### src/rtl/drive_mode_arbiter_pkg.sv
// drive_pkg: definitions shared by the drive mode arbiter and the driving sub-controllers.
//   state_t        : arbiter FSM state encoding, also shown on the mode LEDs
//   CMD_*          : bit positions inside a 4-bit motion command {bwd,fwd,left,right}
//   SEL_*          : mode_sel codes
//   mask_cmd       : clears both halves of a contradictory direction pair
//   state_for_sel  : active state selected by a mode_sel code (none -> IDLE)
//   sel_for_state  : mode_sel code that keeps an active state selected
package drive_pkg;

   typedef enum logic [2:0] {
      ST_OFF      = 3'b000,
      ST_IDLE     = 3'b001,
      ST_HANDOVER = 3'b010,
      ST_MANUAL   = 3'b011,
      ST_SEMI     = 3'b100,
      ST_AUTO     = 3'b101
   } state_t;

   localparam int CMD_BWD   = 3;
   localparam int CMD_FWD   = 2;
   localparam int CMD_LEFT  = 1;
   localparam int CMD_RIGHT = 0;

   localparam logic [1:0] SEL_NONE   = 2'b00;
   localparam logic [1:0] SEL_MANUAL = 2'b01;
   localparam logic [1:0] SEL_SEMI   = 2'b10;
   localparam logic [1:0] SEL_AUTO   = 2'b11;

   // A pair asking for both directions at once is treated as "neither";
   // the other pair is left untouched.
   function automatic logic [3:0] mask_cmd(input logic [3:0] cmd);
      logic [3:0] masked;
      masked = cmd;
      if (cmd[CMD_BWD] && cmd[CMD_FWD]) begin
         masked[CMD_BWD] = 1'b0;
         masked[CMD_FWD] = 1'b0;
      end
      if (cmd[CMD_LEFT] && cmd[CMD_RIGHT]) begin
         masked[CMD_LEFT]  = 1'b0;
         masked[CMD_RIGHT] = 1'b0;
      end
      return masked;
   endfunction

   function automatic state_t state_for_sel(input logic [1:0] sel);
      state_t st;
      case (sel)
         SEL_MANUAL: st = ST_MANUAL;
         SEL_SEMI:   st = ST_SEMI;
         SEL_AUTO:   st = ST_AUTO;
         default:    st = ST_IDLE;
      endcase
      return st;
   endfunction

   function automatic logic [1:0] sel_for_state(input state_t st);
      logic [1:0] sel;
      case (st)
         ST_MANUAL: sel = SEL_MANUAL;
         ST_SEMI:   sel = SEL_SEMI;
         ST_AUTO:   sel = SEL_AUTO;
         default:   sel = SEL_NONE;
      endcase
      return sel;
   endfunction

endpackage

### src/rtl/drive_mode_arbiter_if.sv
// drive_mode_arbiter_if: mode selection, sub-controller commands and arbiter outputs.
//   mode_sel                     : requested mode (00 none, 01 manual, 10 semi, 11 auto)
//   manual_cmd/semi_cmd/auto_cmd : {move_backward,move_forward,turn_left,turn_right}
//   power_on                     : car powered
//   *_mode_on                    : sub-controller enables, one-hot or all zero
//   move_*/turn_*                : motor commands
//   mode_state                   : arbiter FSM state for the LEDs
// master = the arbiter side, slave = the sub-controller / car side.
interface drive_mode_arbiter_if;
   logic [1:0] mode_sel;
   logic [3:0] manual_cmd;
   logic [3:0] semi_cmd;
   logic [3:0] auto_cmd;
   logic       power_on;
   logic       manual_mode_on;
   logic       semi_auto_mode_on;
   logic       auto_mode_on;
   logic       move_backward;
   logic       move_forward;
   logic       turn_left;
   logic       turn_right;
   logic [2:0] mode_state;

   modport master (
      input  mode_sel, manual_cmd, semi_cmd, auto_cmd,
      output power_on, manual_mode_on, semi_auto_mode_on, auto_mode_on,
      output move_backward, move_forward, turn_left, turn_right, mode_state
   );

   modport slave (
      output mode_sel, manual_cmd, semi_cmd, auto_cmd,
      input  power_on, manual_mode_on, semi_auto_mode_on, auto_mode_on,
      input  move_backward, move_forward, turn_left, turn_right, mode_state
   );
endinterface

### src/rtl/drive_mode_arbiter_tick_gen.sv
// tick_gen: divides clk down to a one-cycle tick pulse every DIV cycles,
// counted from the release of reset.
//   clk   : system clock
//   reset : synchronous, active-high
//   tick  : one-clk pulse, high in the DIV-th cycle of each period
module tick_gen #(
   parameter int DIV = 1_000_000
) (
   input  logic clk,
   input  logic reset,
   output logic tick
);
   localparam int            CW   = $clog2(DIV) + 1;
   localparam logic [CW-1:0] LAST = CW'(DIV - 1);

   logic [CW-1:0] cnt_reg;

   always_ff @(posedge clk) begin
      if (reset) begin
         cnt_reg <= '0;
      end else if (cnt_reg == LAST) begin
         cnt_reg <= '0;
      end else begin
         cnt_reg <= cnt_reg + 1'b1;
      end
   end

   // Decoded straight from a register, so it is glitch-free within the domain.
   assign tick = (cnt_reg == LAST);
endmodule

### src/rtl/drive_mode_arbiter.sv
// drive_mode_arbiter: power on/off by long press, selection of the manual,
// semi-auto or auto sub-controller, and multiplexing of its motion command onto
// the motors. Every mode change passes through a timed HANDOVER stop so two
// controllers never drive the motors in consecutive cycles.
//   clk          : system clock
//   reset        : synchronous, active-high
//   power_button : debounced level; held POWER_HOLD_TICKS ticks toggles power
//   bus          : mode_sel, sub-controller commands and all registered outputs
module drive_mode_arbiter
   import drive_pkg::*;
#(
   parameter int TICK_DIV         = 1_000_000,
   parameter int POWER_HOLD_TICKS = 100,
   parameter int HANDOVER_TICKS   = 50
) (
   input  logic                  clk,
   input  logic                  reset,
   input  logic                  power_button,
   drive_mode_arbiter_if.master  bus
);
   localparam int            HW        = $clog2(POWER_HOLD_TICKS) + 1;
   localparam int            OW        = $clog2(HANDOVER_TICKS) + 1;
   localparam logic [HW-1:0] HOLD_LAST = HW'(POWER_HOLD_TICKS - 1);
   localparam logic [OW-1:0] HO_LAST   = OW'(HANDOVER_TICKS - 1);

   logic          tick;
   logic          toggle;

   logic [HW-1:0] hold_cnt_reg;
   logic          armed_reg;

   state_t        state_reg,  state_next;
   logic [1:0]    target_reg, target_next;
   logic [OW-1:0] ho_cnt_reg, ho_cnt_next;

   logic [3:0]    motion_next;
   logic [3:0]    motion_reg;
   logic          power_on_reg;
   logic          manual_mode_on_reg;
   logic          semi_auto_mode_on_reg;
   logic          auto_mode_on_reg;

   tick_gen #(.DIV(TICK_DIV)) u_tick_gen (
      .clk   (clk),
      .reset (reset),
      .tick  (tick)
   );

   // Fires in the tick cycle that would bring the hold count up to
   // POWER_HOLD_TICKS; the state changes on that same edge.
   assign toggle = power_button && armed_reg && tick && (hold_cnt_reg == HOLD_LAST);

   // Long-press detector. armed drops after a toggle so a button that keeps
   // being held cannot toggle again until it has been released.
   always_ff @(posedge clk) begin
      if (reset) begin
         hold_cnt_reg <= '0;
         armed_reg    <= 1'b1;
      end else if (!power_button) begin
         hold_cnt_reg <= '0;
         armed_reg    <= 1'b1;
      end else if (tick && armed_reg) begin
         if (toggle) begin
            hold_cnt_reg <= '0;
            armed_reg    <= 1'b0;
         end else begin
            hold_cnt_reg <= hold_cnt_reg + 1'b1;
         end
      end
   end

   // Next state. Power toggle outranks a mode change, which outranks
   // handover completion.
   always_comb begin
      state_next  = state_reg;
      target_next = target_reg;
      ho_cnt_next = ho_cnt_reg;
      if (toggle) begin
         state_next  = (state_reg == ST_OFF) ? ST_IDLE : ST_OFF;
         ho_cnt_next = '0;
      end else begin
         case (state_reg)
            ST_OFF: begin
            end
            ST_IDLE: begin
               if (bus.mode_sel != SEL_NONE) begin
                  target_next = bus.mode_sel;
                  state_next  = ST_HANDOVER;
                  ho_cnt_next = '0;
               end
            end
            ST_MANUAL, ST_SEMI, ST_AUTO: begin
               if (bus.mode_sel != sel_for_state(state_reg)) begin
                  target_next = bus.mode_sel;
                  state_next  = ST_HANDOVER;
                  ho_cnt_next = '0;
               end
            end
            ST_HANDOVER: begin
               // A changed request restarts the full stop period.
               if (bus.mode_sel != target_reg) begin
                  target_next = bus.mode_sel;
                  ho_cnt_next = '0;
               end else if (tick) begin
                  if (ho_cnt_reg == HO_LAST) begin
                     state_next  = state_for_sel(target_reg);
                     ho_cnt_next = '0;
                  end else begin
                     ho_cnt_next = ho_cnt_reg + 1'b1;
                  end
               end
            end
            default: begin
               state_next  = ST_OFF;
               ho_cnt_next = '0;
            end
         endcase
      end
   end

   // Outputs are decoded from the next state so that they change on the same
   // edge as the state, and the motors follow the command with one clk delay.
   always_comb begin
      motion_next = '0;
      case (state_next)
         ST_MANUAL: motion_next = mask_cmd(bus.manual_cmd);
         ST_SEMI:   motion_next = mask_cmd(bus.semi_cmd);
         ST_AUTO:   motion_next = mask_cmd(bus.auto_cmd);
         default:   motion_next = '0;
      endcase
   end

   always_ff @(posedge clk) begin
      if (reset) begin
         state_reg             <= ST_OFF;
         target_reg            <= SEL_NONE;
         ho_cnt_reg            <= '0;
         motion_reg            <= '0;
         power_on_reg          <= 1'b0;
         manual_mode_on_reg    <= 1'b0;
         semi_auto_mode_on_reg <= 1'b0;
         auto_mode_on_reg      <= 1'b0;
      end else begin
         state_reg             <= state_next;
         target_reg            <= target_next;
         ho_cnt_reg            <= ho_cnt_next;
         motion_reg            <= motion_next;
         power_on_reg          <= (state_next != ST_OFF);
         manual_mode_on_reg    <= (state_next == ST_MANUAL);
         semi_auto_mode_on_reg <= (state_next == ST_SEMI);
         auto_mode_on_reg      <= (state_next == ST_AUTO);
      end
   end

   assign bus.power_on          = power_on_reg;
   assign bus.manual_mode_on    = manual_mode_on_reg;
   assign bus.semi_auto_mode_on = semi_auto_mode_on_reg;
   assign bus.auto_mode_on      = auto_mode_on_reg;
   assign bus.move_backward     = motion_reg[CMD_BWD];
   assign bus.move_forward      = motion_reg[CMD_FWD];
   assign bus.turn_left         = motion_reg[CMD_LEFT];
   assign bus.turn_right        = motion_reg[CMD_RIGHT];
   assign bus.mode_state        = state_reg;
endmodule

### src/flat_wrapper.sv
// flat-port wrapper written by rule: the top's interface ports become plain ports
module drive_mode_arbiter_flat import drive_pkg::*;
#(
   parameter int TICK_DIV         = 1_000_000,
   parameter int POWER_HOLD_TICKS = 100,
   parameter int HANDOVER_TICKS   = 50
)
  (clk, reset, power_button, bus_mode_sel, bus_manual_cmd, bus_semi_cmd, bus_auto_cmd, bus_power_on, bus_manual_mode_on, bus_semi_auto_mode_on, bus_auto_mode_on, bus_move_backward, bus_move_forward, bus_turn_left, bus_turn_right, bus_mode_state);
  drive_mode_arbiter_if bus_i ();
  input  logic clk;
  input  logic reset;
  input  logic power_button;
  input wire logic [$bits(bus_i.mode_sel)-1:0] bus_mode_sel;
  input wire logic [$bits(bus_i.manual_cmd)-1:0] bus_manual_cmd;
  input wire logic [$bits(bus_i.semi_cmd)-1:0] bus_semi_cmd;
  input wire logic [$bits(bus_i.auto_cmd)-1:0] bus_auto_cmd;
  output wire logic [$bits(bus_i.power_on)-1:0] bus_power_on;
  output wire logic [$bits(bus_i.manual_mode_on)-1:0] bus_manual_mode_on;
  output wire logic [$bits(bus_i.semi_auto_mode_on)-1:0] bus_semi_auto_mode_on;
  output wire logic [$bits(bus_i.auto_mode_on)-1:0] bus_auto_mode_on;
  output wire logic [$bits(bus_i.move_backward)-1:0] bus_move_backward;
  output wire logic [$bits(bus_i.move_forward)-1:0] bus_move_forward;
  output wire logic [$bits(bus_i.turn_left)-1:0] bus_turn_left;
  output wire logic [$bits(bus_i.turn_right)-1:0] bus_turn_right;
  output wire logic [$bits(bus_i.mode_state)-1:0] bus_mode_state;
  assign bus_i.mode_sel = bus_mode_sel;
  assign bus_i.manual_cmd = bus_manual_cmd;
  assign bus_i.semi_cmd = bus_semi_cmd;
  assign bus_i.auto_cmd = bus_auto_cmd;
  assign bus_power_on = bus_i.power_on;
  assign bus_manual_mode_on = bus_i.manual_mode_on;
  assign bus_semi_auto_mode_on = bus_i.semi_auto_mode_on;
  assign bus_auto_mode_on = bus_i.auto_mode_on;
  assign bus_move_backward = bus_i.move_backward;
  assign bus_move_forward = bus_i.move_forward;
  assign bus_turn_left = bus_i.turn_left;
  assign bus_turn_right = bus_i.turn_right;
  assign bus_mode_state = bus_i.mode_state;
  drive_mode_arbiter #(.TICK_DIV(TICK_DIV), .POWER_HOLD_TICKS(POWER_HOLD_TICKS), .HANDOVER_TICKS(HANDOVER_TICKS)) u_core (.clk(clk), .reset(reset), .power_button(power_button), .bus(bus_i));
endmodule
### config.mk
export PLATFORM = sky130hd
export DESIGN_NAME = drive_mode_arbiter_flat
export DESIGN_NICKNAME = d
export VERILOG_FILES = /design/src/rtl/drive_mode_arbiter_pkg.sv /design/src/rtl/drive_mode_arbiter_if.sv /design/src/rtl/drive_mode_arbiter_tick_gen.sv /design/src/rtl/drive_mode_arbiter.sv /design/src/flat_wrapper.sv
export SDC_FILE = /design/constraint.sdc
export NUM_CORES = 1
export LEC_CHECK = 0
export ABC_CLOCK_PERIOD_IN_PS = 3300
export BUFFER_PORTS_ARGS = -buffer_cell sky130_fd_sc_hd__buf_4
export CELL_PAD_IN_SITES_DETAIL_PLACEMENT = 1
export CELL_PAD_IN_SITES_GLOBAL_PLACEMENT = 1
export CORE_MARGIN = 1
export CORE_UTILIZATION = 48
export DETAILED_ROUTE_END_ITERATION = 8
export PLACE_DENSITY_LB_ADDON = 0.1
export SYNTH_ARGS = -nofsm -noshare
export SYNTH_HDL_FRONTEND = slang
export SYNTH_SLANG_ARGS = --single-unit
### constraint.sdc
create_clock -name clk -period 3.3 [get_ports clk]
set_input_delay 0.165 -clock clk [delete_from_list [all_inputs] [get_ports clk]]
set_output_delay 0.165 -clock clk [all_outputs]
set_load 0.1 [all_outputs]
**Word-level counts from Yosys, hierarchy flattened**

Index checks and enable logic that the tools add are counted.

- Add/subtract/negate cells: 3
- $mul: 0
- Div/mod/pow operators: 0
- $lt $le $gt $ge: 0
- Equal/unequal tests: 20
- Shift operators: 0
- Mux-type cells: 30
- Bitwise logic cells: 3
- Reduce and logical (&&, ||, !) cells: 21

Operators with widths:

| operator | count |
|---|---|
| $mux 7 | 5 |
| $pmux 7 s4 | 1 |
| $mux 2 | 11 |
| $add 21x1->21 const B | 1 |
| $eq 21x20->1 const B | 1 |
| $mux 3 | 6 |
| $eq 3x3->1 const B | 4 |
| $pmux 2 s3 | 2 |
| $pmux 3 s4 | 1 |
| $pmux 4 s3 | 1 |
| $logic_and 1x1->1 | 10 |
| $eq 3x2->1 const B | 3 |
| $pmux 3 s3 | 1 |
| $add 8x1->8 const B | 1 |
| $eq 8x7->1 const B | 1 |
| $mux 8 | 1 |
| $add 7x1->7 const B | 1 |
| $eq 7x6->1 const B | 1 |
| $ne 2x1->1 const B | 3 |
| $reduce_bool 3->1 | 2 |
| $reduce_or 2->1 | 3 |
| $reduce_and 5->1 | 1 |
| $eq 2x2->1 const B | 2 |
| $ne 2x2->1 | 2 |
| 10 further kinds | 12 |

- Register bits after elaboration: 50
- Bits in latches: 0
- Memory bits (writable): 0
- Bits in read-only memories: 0
- Input port bits: 17
- Output and inout port bits: 11
- Logic and storage cells: 88
- Memories kept: 0

**Longest topological paths before layout**

Gate-level depths: netlist (run 1).

- Depth in word-level cells: 10
- Mapped depth: 9

**By module**

Synthesis (run 1) repeated with hierarchy kept, for this count alone.

- Cell total of the unflattened synthesis: 299
- Area total of the unflattened synthesis: 2557.5 um2

Modules (own cells, without submodules):

| module | instances | cells an instance | area each (um2) | seq. area each (um2) |
|---|---|---|---|---|
| drive_mode_arbiter | 1 | 186 | 1599.0 | 580.6 |
| tick_gen | 1 | 113 | 958.4 | 420.4 |

**Worst setup path after synthesis (run 1)**

Ideal clock, no wire load.

- Path kind: register -> register
- From: reg u_core.state_reg[1], in the netlist u_core.bus.mode_state[1]
- To: reg u_core.motion_reg[0]
- Library setup time: 0.074 ns
- Arrival: 2.535 ns
- Data required time: 3.226 ns
- Path slack: 0.690 ns
- Cell stages (with the launch flop): 7
- Path buffers: 0
- Period minus slack after synthesis: 2.610 ns
- Cells stage by stage: dfxtp_1 > or3b_2 > a2111oi_0 > a31oi_1 > o31ai_4 > a41oi_2 > a31oi_1

- Word-level cells in the longest chain between the ends: 10
- Elaborated cells on any way between the ends: 23
- Those cells by class: eq/ne: 9; mux: 12; reduce/logical: 2

Ends and longest elaborated chain:

| element | line | RTL |
|---|---|---|
| from (decl) | drive_mode_arbiter.sv:32 | `state_t state_reg, state_next;` |
| from (signal assigned) | drive_mode_arbiter.sv:144 | `state_reg <= state_next;` |
| $eq 3x3->1 or $eq 3x2->1 (tied branches) | drive_mode_arbiter_pkg.sv:58, drive_mode_arbiter.sv:82 |  |
| $pmux 2 s3 | drive_mode_arbiter_pkg.sv:58 | `case (st)` |
| $mux 2 | drive_mode_arbiter.sv:82 | `case (state_reg)` |
| $mux 2 | drive_mode_arbiter.sv:78 | `if (toggle) begin` |
| $ne 2x2->1 | drive_mode_arbiter.sv:93 | `if (bus.mode_sel != sel_for_state(state_reg)) begin` |
| $mux 3 | drive_mode_arbiter.sv:93 |  |
| $pmux 3 s4 | drive_mode_arbiter.sv:82 |  |
| $mux 3 (*) | drive_mode_arbiter.sv:78 |  |
| $eq 3x3->1 or $eq 3x2->1 (tied branches) | drive_mode_arbiter.sv:125 | `case (state_next)` |
| $pmux 4 s3 (*) | drive_mode_arbiter.sv:125 |  |
| to (signal assigned) | drive_mode_arbiter.sv:147 | `motion_reg <= motion_next;` |
| to (decl) | drive_mode_arbiter.sv:37 | `logic [3:0] motion_reg;` |

Every way passes the cells marked *; elsewhere a longest branch is shown, timed or not. The select of a mux whose other input is x is not followed.
A chain may end at the register's enable or synchronous reset.

**Worst setup path after layout (run 1)**

- From: reg u_core.u_tick_gen.cnt_reg[9]
- To: reg u_core.motion_reg[1]

- Word-level cells in the longest chain between the ends: 7
- Elaborated cells on any way between the ends: 11
- Those cells by class: eq/ne: 4; mux: 5; reduce/logical: 2

Ends and longest elaborated chain:

| element | line | RTL |
|---|---|---|
| from (decl) | drive_mode_arbiter_tick_gen.sv:16 | `logic [CW-1:0] cnt_reg;` |
| from (signal assigned) | drive_mode_arbiter_tick_gen.sv:24 | `cnt_reg <= cnt_reg + 1'b1;` |
| $eq 21x20->1 (*) | drive_mode_arbiter_tick_gen.sv:29 | `assign tick = (cnt_reg == LAST);` |
| $mux 3 | drive_mode_arbiter.sv:104 | `end else if (tick) begin` |
| $mux 3 | drive_mode_arbiter.sv:101 | `if (bus.mode_sel != target_reg) begin` |
| $pmux 3 s4 | drive_mode_arbiter.sv:82 |  |
| $mux 3 (*) | drive_mode_arbiter.sv:78 |  |
| $eq 3x3->1 or $eq 3x2->1 (tied branches) | drive_mode_arbiter.sv:125 |  |
| $pmux 4 s3 (*) | drive_mode_arbiter.sv:125 |  |

Every way passes the cells marked *; elsewhere a longest branch is shown, timed or not.

==> results of run 1 <==
worst max path at each step:
stage                                             from                    to  cells past startpoint
after floorplan               u_core.bus.mode_state[1]  u_core.motion_reg[0]                      6
final                     u_core.u_tick_gen.cnt_reg[9]  u_core.motion_reg[1]                      6
after global routing      u_core.u_tick_gen.cnt_reg[9]  u_core.motion_reg[0]                      6
after global placement    u_core.u_tick_gen.cnt_reg[9]  u_core.motion_reg[0]                      6
after detailed placement  u_core.u_tick_gen.cnt_reg[9]  u_core.motion_reg[1]                      6
after CTS                 u_core.u_tick_gen.cnt_reg[9]  u_core.motion_reg[1]                      6
cells by family after synthesis:
| logic type | count (synthesis) | synth area share [%] |
|---|---|---|
| adder cells (fa/ha/maj) | 4 | 1.938 |
| flip-flops | 50 | 38.76 |
| AO/OA/AOI/OAI | 36 | 10.03 |
| multiplexers | 3 | 1.211 |
| AND/OR/NAND/NOR | 145 | 33.43 |
| XOR/XNOR | 32 | 10.85 |
| buffers and inverters | 24 | 3.779 |
layout make-up:
| type | count | area, um^2 | share of cell area (%) |
|---|---|---|---|
| Clock buffer | 7 | 76.32 | 2.605 |
| Clock inverter | 1 | 30.03 | 1.025 |
| Inverter | 11 | 41.29 | 1.409 |
| Multi-Input combinational cell | 220 | 1484 | 50.64 |
| Sequential cell | 50 | 1001 | 34.16 |
| Tap cell | 70 | 87.58 | 2.989 |
| Timing Repair Buffer | 28 | 210.2 | 7.173 |
cell usage after synthesis (5+ instances only):
| master | n |
|---|---|
| sky130_fd_sc_hd__and3_1 | 5 |
| sky130_fd_sc_hd__nand3_1 | 9 |
| sky130_fd_sc_hd__dfxtp_1 | 50 |
| sky130_fd_sc_hd__inv_1 | 11 |
| sky130_fd_sc_hd__clkbuf_1 | 8 |
| sky130_fd_sc_hd__nor2_1 | 39 |
| sky130_fd_sc_hd__xnor2_1 | 10 |
| sky130_fd_sc_hd__nand4b_1 | 5 |
| sky130_fd_sc_hd__a31oi_1 | 8 |
| sky130_fd_sc_hd__xor2_1 | 22 |
| sky130_fd_sc_hd__o21ai_0 | 6 |
| sky130_fd_sc_hd__nand4_1 | 18 |
| sky130_fd_sc_hd__and2_1 | 8 |
| sky130_fd_sc_hd__nand2_1 | 14 |
| sky130_fd_sc_hd__nor2b_1 | 12 |
| sky130_fd_sc_hd__a21oi_1 | 8 |
worst max-delay path, cell delays in order (launching register included):
cell                      delay (ns)
sky130_fd_sc_hd__dfxtp_1        0.38
sky130_fd_sc_hd__or4bb_4        0.57
sky130_fd_sc_hd__nor4_1         0.63
sky130_fd_sc_hd__and3_1         0.45
sky130_fd_sc_hd__nor2_1         0.16
sky130_fd_sc_hd__a41oi_2        0.32
sky130_fd_sc_hd__a31oi_1        0.07
where the power goes:
| part | switching (mW) | internal (mW) | leakage [nW] |
|---|---|---|---|
| Combinational | 0.0238 | 0.0221 | 0.650 |
| Sequential | 0.00291 | 0.606 | 0.403 |
| Clock | 0.199 | 0.227 | 0.0524 |
layer usage:
layer | GRT usage (%) | share of wire, %
met5 | 0 | 0
met4 | 6.379 | 0.95
met3 | 3.968 | 2.9
met2 | 36.01 | 48
met1 | 28.71 | 48
==> results, run 1 <==
- Setup slack closes at 0.6148 ns.
- In this run, synthesis inferred 0 flip-flops with an integrated enable.
- The floorplan step set the die height to 75.35 um.
- The number of filler cells placed in the layout is 643.
- For this configuration, the core starts out at a cell density of 50.24%.
- After synthesis the netlist holds a flip-flop and latch count of 50.
- The number of CTS-inserted buffers is 5.
- The antenna diode instance count is 0.
- The post-layout instance area is 2930 um^2.
- The placer congestion estimate is 0.7989.
- The floorplan step set the die width to 75.35 um.
- The first global-routing pass estimated 9.384 mm of wire.
- The post-synthesis instance area is 2582 um^2.
- The slew at the pin closest to its max-slew limit is 0.9198 ns.
- In this run, placement finished with an instance count of 379.
- The ratio of routed vias to standard cells is 5.571.
- The quantity of I/O buffers inserted on ports is 27.
- VDD sags by at most 0.2087 mV.
- The flow ran to the end, and the final reports show no timing, DRC or antenna violations.
- The clock drives 50 sinks.
- The tightest hold path in the finished design has a slack of 0.1150 ns.
- The clock tree from TritonCTS is done.
- After clock tree synthesis, the clock-pin slew on the worst setup and hold paths is 0.09 ns.
- The global-route usage over all layers is 21.62%.
- The kind of end point of the critical path is a register.
- The minimum clock period is 2.685 ns.
- Setup repair after global routing left no endpoint under its margin.
- The mean area per synthesized cell is 8.784 um^2.
- In this run the cell area measured after placement is 2824 um^2.
- The initial antenna violation count is 0.
- The clock tree skew after final layout is 0.009001 ns.
- The count of synthesis-stage warnings from yosys is 0.
- The region available for standard cell placement spans 5140 um^2.
- The part of the Yosys area used for sequential elements is 38.76%.
- The die covers 5678 um^2.
- At the worst endpoint, the required time is 3.49 ns.
- The number of distinct standard cells referenced by the synthesized netlist is 57.
- In the final layout, the share of cells above drive strength 1 is 17.67%.
- In the routed design, unresolved DRC markers number 0.
- The setup total negative slack is 0 ns.
- The insertion delay to the later sink of the worst-skew pair is 0.30 ns.
- The power after layout is 1.081 mW.
- The routed layout has 2,156 vias.
- The final design utilization is 57.01%.
- The area overhead of the layout relative to synthesis is 13.47%.
- Row generation in the floorplan step produced 26 rows.
- In this run the worst path has a maximum fanout of 6.
- The level count of the clock H-tree is 2.
- The portion of synthesized cell area occupied by the leading cell type is 38.76%.
- Of all flip-flops after synthesis, the portion carrying an async set or reset was 0%.
- The tightest slew margin relative to the limit is 38.68%.
- In the final design database the tool counted 337 nets.
- The synthesized net count is 315.
- The startpoint kind of the worst setup timing path is a register.
- The worst hold path passes through 2 cells.
- The number of flip-flops in the largest register is 21.
- The final cell count without fillers is 387.
- The worst-case hold path end point is u_core.target_reg[0].
- Yosys attributes the largest share of cell area to sky130_fd_sc_hd__dfxtp_1 (39%), sky130_fd_sc_hd__xor2_1 (7.5%), sky130_fd_sc_hd__nor2_1 (5.7%).
- The startpoint of the most critical hold path is reset.
- The critical path is of the register to register type.
- The slack of the worst reg-to-reg path is 0.61 ns.
- The library cell used most frequently in the layout, excluding fill and tap cells, is sky130_fd_sc_hd__dfxtp_1.
- Leaving out fill and tap cells, the most frequent cells in the layout are sky130_fd_sc_hd__dfxtp_1 (50), sky130_fd_sc_hd__nor2_1 (39), sky130_fd_sc_hd__buf_4 (28).
- The number of hold violations in the final report is 0.
- Dividing total power by cell area gives a power density of 368.8 nW/um^2.
- The cell sitting at the root of the clock tree is a sky130_fd_sc_hd__clkbuf_8.
- The routed design has 5.774 mm of wire.
- Data on the critical path arrives at its endpoint at 2.87 ns.
- The first-pass iteration count of the detailed router is 4.
- The depth of the most critical reg-to-reg path is 6.
- The final-report setup violation count is 0.
- In the final routed layout, each cell accounts on average for 14.92 um.
- The worst register-to-register path begins at u_core.u_tick_gen.cnt_reg[9].
- The post-route fraction of the period consumed by the critical path is 81.37%.
- Entering global routing, the biggest net connects 20 pins.
- The detailed placement HPWL is 4.212 mm.
- The minimum setup slack after placement is 0.6536 ns.
- Once the clock tree was built, the setup fixing pass inserted 0 buffers.
- The top flip-flop cell by instance count after synthesis is sky130_fd_sc_hd__dfxtp_1.
- The maximum buffer depth of the clock tree is 2.
- The via count of the first global-routing pass came to 2,051.
- The biggest area contributor in the post-synthesis netlist is sky130_fd_sc_hd__dfxtp_1.
- The synthesized netlist cell count is 294.
- The number of design-rule violations left by the first detailed-router iteration is 61.
- The post-cts resize count is 0.
- Derived from the worst setup path, the maximum achievable clock frequency is 372.4 MHz.
- The path type of the worst min-delay path is input port to register.
- In this run the critical register-to-register path is captured at u_core.motion_reg[1].
- The leakage power total is 1.106 nW.
- Global routing finished with a remaining overflow of 0.
- The number of hold buffers added after CTS was 0.
- The number of slew-limit violations in the final report is 0.
- 28 I/O pins were placed.
- The max-cap violation count is 0.
- The count of antenna-violating nets left after detailed routing is 0.
(Power assumes the default switching activity.)
==> run 2: changes to the inputs <==
ABC_CLOCK_PERIOD_IN_PS = 2500   (was 3300)
CORE_UTILIZATION = 44   (was 48)
clock period = 2.5 ns   (was 3.3 ns; I/O delays follow)
==> run 2 against run 1 <==
Effect of this change: combinational power up 32%; via count up 1.4%; register-to-register slack worse by 0.46 ns; largest power group unchanged; fmax up 15%; wire length up 5.2%; die area up 8.8%; global-route usage down 0.28 points; clock skew down 0.0043 ns; sequential share of layout area down 1.4 points.
==> results, run 2 (synthesis results as in run 1) <==
- The run finished with clean final reports.
- The kind of cell with the highest combined delay along the critical path is simple AND/OR/NAND/NOR gates.
- The antenna diode instance count is 0 (unchanged).
- The setup total negative slack is 0 ns (unchanged).
- The slowest stage cell on the critical path is sky130_fd_sc_hd__or4bb_4.
- The standard cell core area is 5574 um^2 (+8.4%).
- The power per cell area came to 464.3 nW/um^2 (+26%).
- The critical path class is register to register.
- The final design utilization came to 55.06% (-1.9 points).
- The final wirelength is 6.073 mm (+5.2%).
- The total buffers and inverters traversed by the critical path is 0 (unchanged).
- The post-layout instance area is 3069 um^2 (+4.7%).
- The timing-limited maximum frequency is 426.9 MHz (+15%).
- The ratio of routed vias to standard cells is 5.438 (-2.4%).
- The global-route usage over all layers is 21.35% (-0.28 points).
- The library cells used most frequently in the layout, excluding fill and tap cells, are sky130_fd_sc_hd__dfxtp_1 (46), sky130_fd_sc_hd__buf_4 (41), sky130_fd_sc_hd__nor2_1 (39).
- The path type of the worst min-delay path is input port to register.
- The critical-path maximum fanout came to 5 (-1).
- The highest ir drop seen on vdd came to 0.3000 mV (+44%).
- The detailed placement HPWL is 4.357 mm (+3.5%).
- The largest net degree at the start of global routing is 20 (unchanged).
- The kind of end point of the critical path is a register.
- The final-report setup violation count is 0 (unchanged).
- The leakage power total is 1.191 nW (+7.7%).
- The count of pins on the block boundary came to 28 (unchanged).
- The clock net sink count is 50 (unchanged).
- The number of nets in the layout is 350 (+3.9%).
- After global routing, the most crowded layer is met2.
- The number of placement rows is 27 (+3.8%).
- The number of design-rule violations left by the first detailed-router iteration is 84 (+38%).
- The total congestion overflow came to 0 (unchanged).
- The number of cells after detailed placement was 392 (+3.4%).
- The worst hold-check slack is 0.07393 ns (-0.04105 ns).
- The area of the die was 6180 um^2 (+8.8%).
- CTS placed an instance of sky130_fd_sc_hd__clkbuf_8 at the clock tree root.
- The tightest slew margin relative to the limit was 55.88% (+17 points).
- The post-route fraction of the period consumed by the critical path is 93.71% (+12 points).
- The standard cell area after detailed placement is 2913 um^2 (+3.1%).
- The slew at the pin closest to its max-slew limit is 0.6558 ns (-0.2640 ns).
- The final routed wire length divided by cell count is 15.11 um (+1.3%).
- The maximum buffer depth of the clock tree is 2 (unchanged).
- The number of slew-limit violations in the final report is 0 (unchanged).
- The height of the die is 78.61 um (+4.3%).
- The clock tree skew after final layout is 0.004719 ns (-0.004282 ns).
- The total via count after detailed routing is 2,186 (+1.4%).
- The met1 routing resource usage after global routing is 26.91% (-1.8 points).
- The clock-pin slew on the worst setup and hold paths is 0.09 ns (about the same).
- TritonCTS built the clock tree.
- The global-route wire length before repair is 10.43 mm (+11%).
- The chip width is 78.61 um (+4.3%).
- The met2 track utilization from global routing was 37.13% (+1.1 points).
- The placer congestion estimate is 0.8308 (+4.0%).
- The quantity of I/O buffers inserted on ports is 27 (unchanged).
- The hold buffer count at cts is 0 (unchanged).
- The initial antenna violation count is 0 (unchanged).
- The remaining routing DRC violations came to 0 (unchanged).
- The count of antenna-violating nets left after detailed routing is 0 (unchanged).
- The number of flip-flops in the largest register is 21 (unchanged).
- The data required time at the worst endpoint is 2.74 ns (-0.75 ns).
- The worst endpoint data arrival time is 2.58 ns (-0.29 ns).
- STA classifies the critical path startpoint as a register.
- The area overhead of the layout relative to synthesis is 18.85%.
- The minimum clock period is 2.343 ns (-0.3426 ns).
- The effective utilization at floorplan is 46.33% (-3.9 points).
- The proportion of layout cells with a drive suffix above 1 is 23.33% (+5.7 points).
- The insertion delay to the later sink of the worst-skew pair is 0.30 ns (about the same).
- The level count of the clock H-tree is 2 (unchanged).
- The first-pass iteration count of the detailed router is 4 (unchanged).
- The maximum single-stage delay on the critical path is 0.56 ns (-0.07 ns).
- The critical path goes through or4bb_4, nor4_4, and4_4, nand4_4, or3_1, a21oi_1.
- The max-cap violation count is 0 (unchanged).
- The via count of the first global-routing pass is 2,273 (+11%).
- The number of hold violations in the final report is 0 (unchanged).
- Leaving out fill and tap cells, the most frequent cell in the layout is sky130_fd_sc_hd__dfxtp_1.
- The number of CTS-inserted buffers is 5 (unchanged).
- The final cell count without fillers was 402 (+3.9%).
- The fraction of met3 tracks used by global routing came to 3.953% (-0.015 points).
- Setup repair after global routing left no endpoint under its margin.
-- run 2: where the power goes --
| part | internal [mW] | leakage, nW | switching, mW | total [mW] |
|---|---|---|---|---|
| registers | 0.800 | 0.405 | 0.00373 | 0.803 |
| clock network | 0.300 | 0.0524 | 0.261 | 0.561 |
| logic | 0.0291 | 0.733 | 0.0315 | 0.0606 |
-- run 2: per-layer routing --
layer / wire [um] / share of wire, %
met1: 2910 / 48
met2: 2967 / 49
met3: 165 / 2.7
met4: 29 / 0.48
met5: 0 / 0
-- run 2: timing repair --
| action | in CTS | in global routing |
|---|---|---|
| buffers inserted | 0 | 2 |
| resized for setup | 0 | 9 |
| endpoints found under the setup margin | 0 | 5 |
-- run 2: worst paths after layout --
| check | cells after the start | slack (ns) | to | start |
|---|---|---|---|---|
| max | 6 | 0.16 | u_core.hold_cnt_reg[7] | u_core.u_tick_gen.cnt_reg[9] |
| min | 2 | 0.07 | u_core.target_reg[1] | reset |
| max reg2reg | 6 | 0.16 | u_core.hold_cnt_reg[7] | u_core.u_tick_gen.cnt_reg[9] |
| min reg2reg | 1 | 0.47 | u_core.u_tick_gen.cnt_reg[0] | u_core.u_tick_gen.cnt_reg[0] |
-- run 2: area by class of cell --
class | instances | area [um^2]
timing repair buffer | 41 | 307.8
inverter | 11 | 41.29
clock buffer | 7 | 76.32
clock inverter | 1 | 30.03
multi-input combinational | 220 | 1518
tap | 72 | 90.09
sequential | 50 | 1006
fill | 674 | 2505
-- run 2: stage by stage --
step / total power [mW] / setup WS, ns
after detailed placement: 0.8830 / 0.1419
after floorplan: 0.8535 / 0.1753
after global placement: 0.8802 / 0.1688
after global routing: 1.484 / 0.02041
final: 1.425 / 0.1574
after CTS: 1.451 / 0.07309
